**config.mk**
```make
export PLATFORM = sky130hd
export DESIGN_NAME = vga_timing_gen
export DESIGN_NICKNAME = d
export VERILOG_FILES = /design/src/rtl/vga_timing_pkg.sv /design/src/rtl/timing_axis.sv /design/src/rtl/vga_timing_gen.sv
export SDC_FILE = /design/constraint.sdc
export NUM_CORES = 1
export LEC_CHECK = 0
export CAP_MARGIN = 15
export CORE_ASPECT_RATIO = 0.75
export CORE_MARGIN = 5
export CORE_UTILIZATION = 30
export DETAILED_ROUTE_END_ITERATION = 8
export HOLD_SLACK_MARGIN = 0.12
export PLACE_DENSITY_LB_ADDON = 0.15
export SETUP_SLACK_MARGIN = 0.02
export SYNTH_ARGS = -nofsm -noshare
export SYNTH_HDL_FRONTEND = slang
export SYNTH_SLANG_ARGS = --single-unit
```
**constraint.sdc**
```tcl
create_clock -name clk -period 5.8 [get_ports clk]
set_input_delay 1.74 -clock clk [delete_from_list [all_inputs] [get_ports clk]]
set_output_delay 1.74 -clock clk [all_outputs]
set_load 0.01 [all_outputs]
```
**src/rtl/vga_timing_pkg.sv**
```systemverilog
// Shared types and default 640x480@60 timing constants for the raster timing generator.
package vga_timing_pkg;

    typedef enum logic [1:0] {
        PH_ACTIVE,
        PH_FRONT,
        PH_SYNC,
        PH_BACK
    } phase_t;

    typedef enum logic {
        ST_IDLE,
        ST_RUN
    } ctrl_t;

    localparam int unsigned DEF_H_ACTIVE = 640;
    localparam int unsigned DEF_H_FP     = 16;
    localparam int unsigned DEF_H_PULSE  = 96;
    localparam int unsigned DEF_H_BP     = 48;
    localparam int unsigned DEF_V_ACTIVE = 480;
    localparam int unsigned DEF_V_FP     = 10;
    localparam int unsigned DEF_V_PULSE  = 2;
    localparam int unsigned DEF_V_BP     = 33;
    localparam int unsigned DEF_CNT_W    = 10;

    // Pin level of a sync signal given whether the pulse is active and its polarity.
    function automatic logic sync_level(input logic active, input logic pol);
        return active ? pol : ~pol;
    endfunction

endpackage

```
**src/rtl/timing_axis.sv**
```systemverilog
// One raster axis: position counter plus registered phase and sync level.
// The wrap output is combinational so the next axis can step on the same edge.
module timing_axis
    import vga_timing_pkg::*;
#(
    parameter int unsigned ACTIVE = DEF_H_ACTIVE,
    parameter int unsigned FP     = DEF_H_FP,
    parameter int unsigned PULSE  = DEF_H_PULSE,
    parameter int unsigned BP     = DEF_H_BP,
    parameter logic        POL    = 1'b0,
    parameter int unsigned CNT_W  = DEF_CNT_W
) (
    input  logic             clk,
    input  logic             rst,
    input  logic             clr,
    input  logic             step,
    output logic [CNT_W-1:0] count,
    output phase_t           phase,
    output logic             sync,
    output logic             wrap,
    output phase_t           phase_nxt_c
);

    localparam int unsigned TOTAL = ACTIVE + FP + PULSE + BP;
    localparam int unsigned EXT_W = CNT_W + 1;

    // Boundaries held one bit wider than the counter so sums never wrap.
    localparam logic [EXT_W-1:0] FRONT_START = EXT_W'(ACTIVE);
    localparam logic [EXT_W-1:0] SYNC_START  = EXT_W'(ACTIVE + FP);
    localparam logic [EXT_W-1:0] BACK_START  = EXT_W'(ACTIVE + FP + PULSE);
    localparam logic [EXT_W-1:0] LAST        = EXT_W'(TOTAL - 1);

    if (ACTIVE == 0 || FP == 0 || PULSE == 0 || BP == 0) begin : g_zero_param
        $error("timing_axis: every phase length must be non-zero");
    end

    if (CNT_W == 0 || CNT_W > 31 || ((TOTAL - 1) >> CNT_W) != 0) begin : g_cnt_w
        $error("timing_axis: TOTAL-1 does not fit in CNT_W bits");
    end

    logic [EXT_W-1:0] count_ext;
    logic [EXT_W-1:0] count_inc;
    logic [CNT_W-1:0] count_nxt;

    // Next position and phase; phase moves only when the counter crosses a boundary.
    always_comb begin
        count_ext   = {1'b0, count};
        count_inc   = count_ext + EXT_W'(1);
        wrap        = step && !clr && (count_ext == LAST);
        count_nxt   = count;
        phase_nxt_c = phase;
        if (clr || wrap) begin
            count_nxt   = '0;
            phase_nxt_c = PH_ACTIVE;
        end else if (step) begin
            count_nxt = count_inc[CNT_W-1:0];
            case (phase)
                PH_ACTIVE: if (count_inc == FRONT_START) phase_nxt_c = PH_FRONT;
                PH_FRONT:  if (count_inc == SYNC_START)  phase_nxt_c = PH_SYNC;
                PH_SYNC:   if (count_inc == BACK_START)  phase_nxt_c = PH_BACK;
                default:   phase_nxt_c = phase;  // back porch ends only through wrap
            endcase
        end
    end

    // Counter, phase and sync level update together so they never skew.
    always_ff @(posedge clk) begin
        if (rst) begin
            count <= '0;
            phase <= PH_ACTIVE;
            sync  <= sync_level(1'b0, POL);
        end else begin
            count <= count_nxt;
            phase <= phase_nxt_c;
            sync  <= sync_level(phase_nxt_c == PH_SYNC, POL);
        end
    end

endmodule

```
**src/rtl/vga_timing_gen.sv**
```systemverilog
// Raster timing generator: run/idle control around a horizontal and a vertical axis,
// with registered blanking qualifier and line/frame strobes.
module vga_timing_gen
    import vga_timing_pkg::*;
#(
    parameter int unsigned H_ACTIVE = DEF_H_ACTIVE,
    parameter int unsigned H_FP     = DEF_H_FP,
    parameter int unsigned H_PULSE  = DEF_H_PULSE,
    parameter int unsigned H_BP     = DEF_H_BP,
    parameter int unsigned V_ACTIVE = DEF_V_ACTIVE,
    parameter int unsigned V_FP     = DEF_V_FP,
    parameter int unsigned V_PULSE  = DEF_V_PULSE,
    parameter int unsigned V_BP     = DEF_V_BP,
    parameter logic        H_POL    = 1'b0,
    parameter logic        V_POL    = 1'b0,
    parameter int unsigned CNT_W    = DEF_CNT_W
) (
    input  logic             clk,
    input  logic             rst,
    input  logic             en,
    input  logic             pix_en,
    output logic [CNT_W-1:0] h_count,
    output logic [CNT_W-1:0] v_count,
    output logic             h_sync,
    output logic             v_sync,
    output logic             video_on,
    output logic             new_line,
    output logic             new_frame
);

    ctrl_t  state;
    ctrl_t  state_nxt;
    logic   axis_clr;
    logic   h_step;
    logic   h_wrap;
    logic   v_wrap;
    phase_t h_phase;
    phase_t v_phase;
    phase_t h_phase_nxt;
    phase_t v_phase_nxt;
    logic   video_on_nxt;
    logic   new_line_nxt;
    logic   new_frame_nxt;

    timing_axis #(
        .ACTIVE (H_ACTIVE),
        .FP     (H_FP),
        .PULSE  (H_PULSE),
        .BP     (H_BP),
        .POL    (H_POL),
        .CNT_W  (CNT_W)
    ) u_h_axis (
        .clk         (clk),
        .rst         (rst),
        .clr         (axis_clr),
        .step        (h_step),
        .count       (h_count),
        .phase       (h_phase),
        .sync        (h_sync),
        .wrap        (h_wrap),
        .phase_nxt_c (h_phase_nxt)
    );

    timing_axis #(
        .ACTIVE (V_ACTIVE),
        .FP     (V_FP),
        .PULSE  (V_PULSE),
        .BP     (V_BP),
        .POL    (V_POL),
        .CNT_W  (CNT_W)
    ) u_v_axis (
        .clk         (clk),
        .rst         (rst),
        .clr         (axis_clr),
        .step        (h_wrap),
        .count       (v_count),
        .phase       (v_phase),
        .sync        (v_sync),
        .wrap        (v_wrap),
        .phase_nxt_c (v_phase_nxt)
    );

    // Control state register.
    always_ff @(posedge clk) begin
        if (rst) begin
            state <= ST_IDLE;
        end else begin
            state <= state_nxt;
        end
    end

    // Next control state and axis controls; idle holds both axes at (0,0).
    always_comb begin
        state_nxt = state;
        axis_clr  = 1'b0;
        h_step    = 1'b0;
        case (state)
            ST_IDLE: begin
                axis_clr = 1'b1;
                if (en && pix_en) begin
                    state_nxt = ST_RUN;
                end
            end
            ST_RUN: begin
                if (!en) begin
                    state_nxt = ST_IDLE;
                    axis_clr  = 1'b1;
                end else begin
                    h_step = pix_en;
                end
            end
            default: begin
                state_nxt = ST_IDLE;
                axis_clr  = 1'b1;
            end
        endcase
    end

    // Qualifier and strobe next values, decoded from the axes' next phases and wraps.
    always_comb begin
        video_on_nxt  = 1'b0;
        new_line_nxt  = 1'b0;
        new_frame_nxt = 1'b0;
        if (state == ST_IDLE && state_nxt == ST_RUN) begin
            new_line_nxt  = 1'b1;
            new_frame_nxt = 1'b1;
        end else begin
            new_line_nxt  = h_wrap;
            new_frame_nxt = h_wrap && v_wrap;
        end
        video_on_nxt = (state_nxt == ST_RUN) && (h_phase_nxt == PH_ACTIVE)
                       && (v_phase_nxt == PH_ACTIVE);
    end

    // Registered qualifier and strobes, aligned with the axis registers.
    always_ff @(posedge clk) begin
        if (rst) begin
            video_on  <= 1'b0;
            new_line  <= 1'b0;
            new_frame <= 1'b0;
        end else begin
            video_on  <= video_on_nxt;
            new_line  <= new_line_nxt;
            new_frame <= new_frame_nxt;
        end
    end

    // While idle both axes must be parked at the start of the active region.
    a_idle_parked: assert property (@(posedge clk) disable iff (rst)
        (state == ST_IDLE) |-> (h_phase == PH_ACTIVE && v_phase == PH_ACTIVE));

endmodule

```
==> metrics.txt <==
# TYPE chip_impl_metric gauge
chip_impl_metric{name="detail_route.wl_per_cell",unit="um"} 13.6
chip_impl_metric{name="p_comb_share",unit="%"} 2.6
chip_impl_metric{name="post_route_skew",unit="ps"} 5.74
chip_impl_metric{name="initialDrtViolationCount",unit=""} 99
chip_impl_metric{name="antenna-diode-count",unit=""} 0
chip_impl_metric{name="worst_setup_hold_path_clk_slew",unit="ps"} 60
chip_impl_info{name="cp-endpoint",value="u_v_axis.sync$_SDFF_PP1_"} 1
chip_impl_metric{name="track_usage",unit="%"} 12.3
chip_impl_metric{name="max_freq",unit="GHz"} 0.247
chip_impl_info{name="hold_path_class",value="reg2reg"} 1
chip_impl_metric{name="synth_enable_flop_cells",unit=""} 0
chip_impl_metric{name="grt_start_max_net_pins",unit=""} 13
chip_impl_info{name="worst-setup-path-type",value="in2reg"} 1
chip_impl_metric{name="seqPwrFrac",unit="%"} 53.1
chip_impl_metric{name="antenna_found_initial",unit=""} 0
chip_impl_metric{name="timing.final.setup_violations",unit=""} 0
chip_impl_info{name="r2r-end",value="u_v_axis.sync$_SDFF_PP1_"} 1
chip_impl_metric{name="routed_wl",unit="um"} 4330
chip_impl_metric{name="clock_power_share",unit="%"} 44.3
chip_impl_info{name="outcome",value="completed"} 1
chip_impl_metric{name="p_sw_share",unit="%"} 21.4
chip_impl_metric{name="avgViaCountPerCell",unit=""} 4.90
chip_impl_metric{name="crit_path_max_fanout",unit=""} 7
chip_impl_metric{name="max_cap_violations",unit=""} 0
chip_impl_metric{name="finish.utilization",unit="%"} 37.9
chip_impl_metric{name="switching_power",unit="uW"} 83.7
chip_impl_metric{name="synthCells",unit=""} 213
chip_impl_metric{name="seq_area_frac_synth",unit="%"} 33.9
chip_impl_metric{name="ys.warnings.count",unit=""} 0
chip_impl_metric{name="ff2ff_path_depth",unit=""} 7
chip_impl_metric{name="floorplan.die_area",unit="sq um"} 7550
chip_impl_metric{name="starting_density",unit="%"} 30.7
chip_impl_metric{name="number_of_ports_placed_on_the_die_boundary",unit=""} 29
chip_impl_metric{name="netlist_area",unit="sq um"} 1770
chip_impl_info{name="cpMaxStageDelayCell",value="nor4_1"} 1
chip_impl_metric{name="cts_post_setup_buffers_inserted",unit=""} 0
chip_impl_metric{name="synth_async_sr_flop_share",unit="%"} 0
chip_impl_info{name="tritoncts",value="yes"} 1
chip_impl_metric{name="htree_num_levels",unit=""} 2
chip_impl_metric{name="crit_path_max_incr_delay",unit="ps"} 630
chip_impl_metric{name="overflow",unit=""} 0
chip_impl_metric{name="cts.sinks",unit=""} 30
chip_impl_info{name="critical_path.cell_chain",value="clkdlybuf4s50_1 -> nand4_1 -> nor4_1 -> inv_1 -> nor3_1 -> a21oi_1 -> a211o_1"} 1
chip_impl_info{name="critical_path.startpoint",value="en"} 1
chip_impl_metric{name="core",unit="sq um"} 5770
chip_impl_metric{name="layout-drive-gt1-share",unit="%"} 7.08
chip_impl_metric{name="pwr_density",unit="nW/um^2"} 179
chip_impl_info{name="synth.cells.most_frequent",value="nor2_1 (31), dfxtp_1 (30), nand2_1 (17)"} 1
chip_impl_metric{name="die_width",unit="um"} 98.7
chip_impl_metric{name="groute.layer.met2.usage",unit="%"} 15.4
chip_impl_info{name="post-synth-top-count-cell",value="nor2_1"} 1
chip_impl_metric{name="grt_util_met3",unit="%"} 4.03
chip_impl_metric{name="finalNonFillerCells",unit=""} 318
chip_impl_metric{name="min_period",unit="ps"} 4040
chip_impl_metric{name="setup-tns-final",unit="ps"} 0
chip_impl_metric{name="timing.reg2reg.setup_slack",unit="ps"} 2840
chip_impl_metric{name="global_route.usage.met1",unit="%"} 19.2
chip_impl_metric{name="worst_skew_pair.late_latency",unit="ps"} 280
chip_impl_metric{name="avgSynthCellArea",unit="sq um"} 8.31
chip_impl_metric{name="synth_largest_type_area_fraction",unit="%"} 33.9
chip_impl_metric{name="vias",unit=""} 1559
chip_impl_metric{name="final_min_period_over_clock_period",unit="%"} 69.7
chip_impl_metric{name="cts_buffers",unit=""} 5
chip_impl_metric{name="area_growth_syn_to_layout",unit="%"} 23.5
chip_impl_metric{name="detailed_place_hpwl",unit="um"} 3250
chip_impl_info{name="ys_top_cells_by_area",value="dfxtp_1 (34%), nor2_1 (6.6%), xnor2_1 (5.4%)"} 1
chip_impl_info{name="grt.busiest_layer",value="met1"} 1
chip_impl_info{name="timing.critical_path.from_type",value="primary input"} 1
chip_impl_info{name="critPathCaptureType",value="flop"} 1
chip_impl_info{name="critPathTopFamily",value="simple AND/OR/NAND/NOR gates"} 1
chip_impl_metric{name="portBuffers",unit=""} 28
chip_impl_metric{name="critPathArrivalTime",unit="ps"} 4220
chip_impl_metric{name="dr.pass1.iters",unit=""} 4
chip_impl_metric{name="dieHeight",unit="um"} 76.5
chip_impl_info{name="synth-main-ff-cell",value="dfxtp_1"} 1
chip_impl_metric{name="fin_nets",unit=""} 248
chip_impl_metric{name="crit_cells",unit=""} 7
chip_impl_metric{name="p_int",unit="uW"} 308
chip_impl_metric{name="grt_first_pass_wirelength",unit="um"} 7450
chip_impl_info{name="synth.largest_area_cell",value="dfxtp_1"} 1
chip_impl_info{name="cts_root_buffer",value="clkbuf_8"} 1
chip_impl_metric{name="post_cts_resize_count",unit=""} 0
chip_impl_metric{name="clock_tree.buffer_depth",unit=""} 2
chip_impl_metric{name="synth.distinct_cells",unit=""} 48
chip_impl_info{name="regToRegStartpoint",value="u_h_axis.count[0]$_SDFFE_PP0P_"} 1
chip_impl_metric{name="ys_seq_elements",unit=""} 30
chip_impl_metric{name="vdd_ir_drop_max",unit="V"} 0.0000845
chip_impl_metric{name="gp_congestion",unit=""} 0.781
chip_impl_metric{name="tightestPinTransition",unit="ps"} 717
chip_impl_metric{name="synth_nets",unit=""} 222
chip_impl_metric{name="crit_path_buf_inv_count",unit=""} 2
chip_impl_metric{name="hold_viol",unit=""} 0
chip_impl_metric{name="ant_nets",unit=""} 0
chip_impl_metric{name="timing.final.max_slew_violations",unit=""} 0
chip_impl_metric{name="required",unit="ps"} 5970
chip_impl_metric{name="dpl.cell_count",unit=""} 310
chip_impl_info{name="rsz0062_at_grt",value="no"} 1
chip_impl_metric{name="drcViolationCount",unit=""} 0
chip_impl_metric{name="power_leakage",unit="uW"} 0.000682
chip_impl_metric{name="max-slew-margin-rel",unit="%"} 51.7
chip_impl_metric{name="row_count",unit=""} 24
chip_impl_metric{name="first_global_vias",unit=""} 1395
chip_impl_metric{name="number_of_hold_repair_buffers_added_at_the_cts_stage",unit=""} 0
-- registers in the layout (all words and copies together), names as in the netlist --
register and cells:
state 1, u_h_axis.phase 2, u_v_axis.sync 1, video_on 1, u_h_axis.count 10, new_line 1
u_v_axis.count 10, u_v_axis.phase 2, u_h_axis.sync 1, new_frame 1
-- cell type report --
cell class | count | area, sq um
clock buffers | 7 | 86.3
clock inverters | 1 | 5.00
multi-input cells | 165 | 1080
well taps | 78 | 97.6
inverters | 9 | 33.8
fillers | 612 | 3580
repair buffers | 28 | 280
flip-flops and latches | 30 | 601
-- routing by layer --
layer  part of all wire (%)  vias up
li1                       -      811
met1                     57      712
met2                     38       34
met3                    4.9        2
met4                   0.58        0
met5                      0        -
-- worst min-delay path, delay by kind of cell, from the launching register on --
family          cells  cell delay (ps)
compound gates      2              140
flops               1              340
-- metrics by stage --
step                      hold slack (ps)  setup slack [ps]  total power (uW)  area, sq um
after CTS                             541              1710               399         2180
final                                 530              1760               391         2180
after global routing                  576              1460               412         2180
after detailed placement              525              1420               223         2090
after floorplan                       517              2430               217         1770
after global placement                531              1530               223         2090
-- cell usage in the layout, fill, tap and decap left out, types with 2 or more instances in the layout --
| cell | synthesis | final |
|---|---|---|
| or3_1 | 3 | 3 |
| o21ai_0 | 3 | 3 |
| clkdlybuf4s50_1 | 0 | 28 |
| inv_1 | 9 | 9 |
| nor2_1 | 31 | 31 |
| nand2b_1 | 2 | 2 |
| a211o_1 | 6 | 6 |
| nor3_1 | 6 | 6 |
| and2_1 | 2 | 2 |
| xor2_1 | 11 | 11 |
| nand3_1 | 9 | 9 |
| nand3b_1 | 6 | 6 |
| nor4_1 | 3 | 3 |
| a211oi_1 | 2 | 2 |
| dfxtp_1 | 30 | 30 |
| a21bo_2 | 2 | 2 |
| nand2_1 | 17 | 17 |
| and3_1 | 3 | 3 |
| nand4_1 | 6 | 6 |
| o211ai_1 | 3 | 3 |
| and4b_1 | 2 | 2 |
| a21oi_1 | 10 | 10 |
| xnor2_1 | 11 | 11 |
| ha_1 | 5 | 5 |
| o2bb2ai_1 | 2 | 2 |
| clkbuf_8 | 0 | 6 |
-- how the worst min path moves through the flow --
stage / start / endpoint / slack, ps / cells past startpoint
floorplan: u_v_axis.count[9]$_SDFFE_PP0P_ / u_v_axis.count[9]$_SDFFE_PP0P_ / 520 / 2
global placement: u_v_axis.count[9]$_SDFFE_PP0P_ / u_v_axis.count[9]$_SDFFE_PP0P_ / 530 / 2
detailed placement: u_v_axis.count[9]$_SDFFE_PP0P_ / u_v_axis.count[9]$_SDFFE_PP0P_ / 530 / 2
CTS: u_v_axis.count[9]$_SDFFE_PP0P_ / u_v_axis.count[9]$_SDFFE_PP0P_ / 540 / 2
global route: u_v_axis.count[9]$_SDFFE_PP0P_ / u_v_axis.count[9]$_SDFFE_PP0P_ / 580 / 2
finish: u_v_axis.count[9]$_SDFFE_PP0P_ / u_v_axis.count[9]$_SDFFE_PP0P_ / 530 / 2
-- logic make-up after synthesis --
group / after synthesis / synth area share [%]
simple gates: 99 / 30.0
compound gates: 38 / 16.1
flops: 30 / 33.9
xor+xnor: 22 / 10.9
buf+inv: 18 / 4.95
fa+ha+maj: 5 / 3.54
mux: 1 / 0.566
-- power groups by stage --
| stage | registers (uW) | logic (uW) | clock network (uW) |
|---|---|---|---|
| 6_report | 208 | 10.2 | 173 |
| 4_1_cts | 208 | 10.3 | 181 |
| 2_1_floorplan | 213 | 3.94 | 0 |
| 5_1_grt | 208 | 11.4 | 192 |
| 3_5_place_dp | 213 | 10.3 | 0 |
| 3_3_place_gp | 213 | 10.5 | 0 |
No activity file was read; power rests on OpenSTA's default activity.
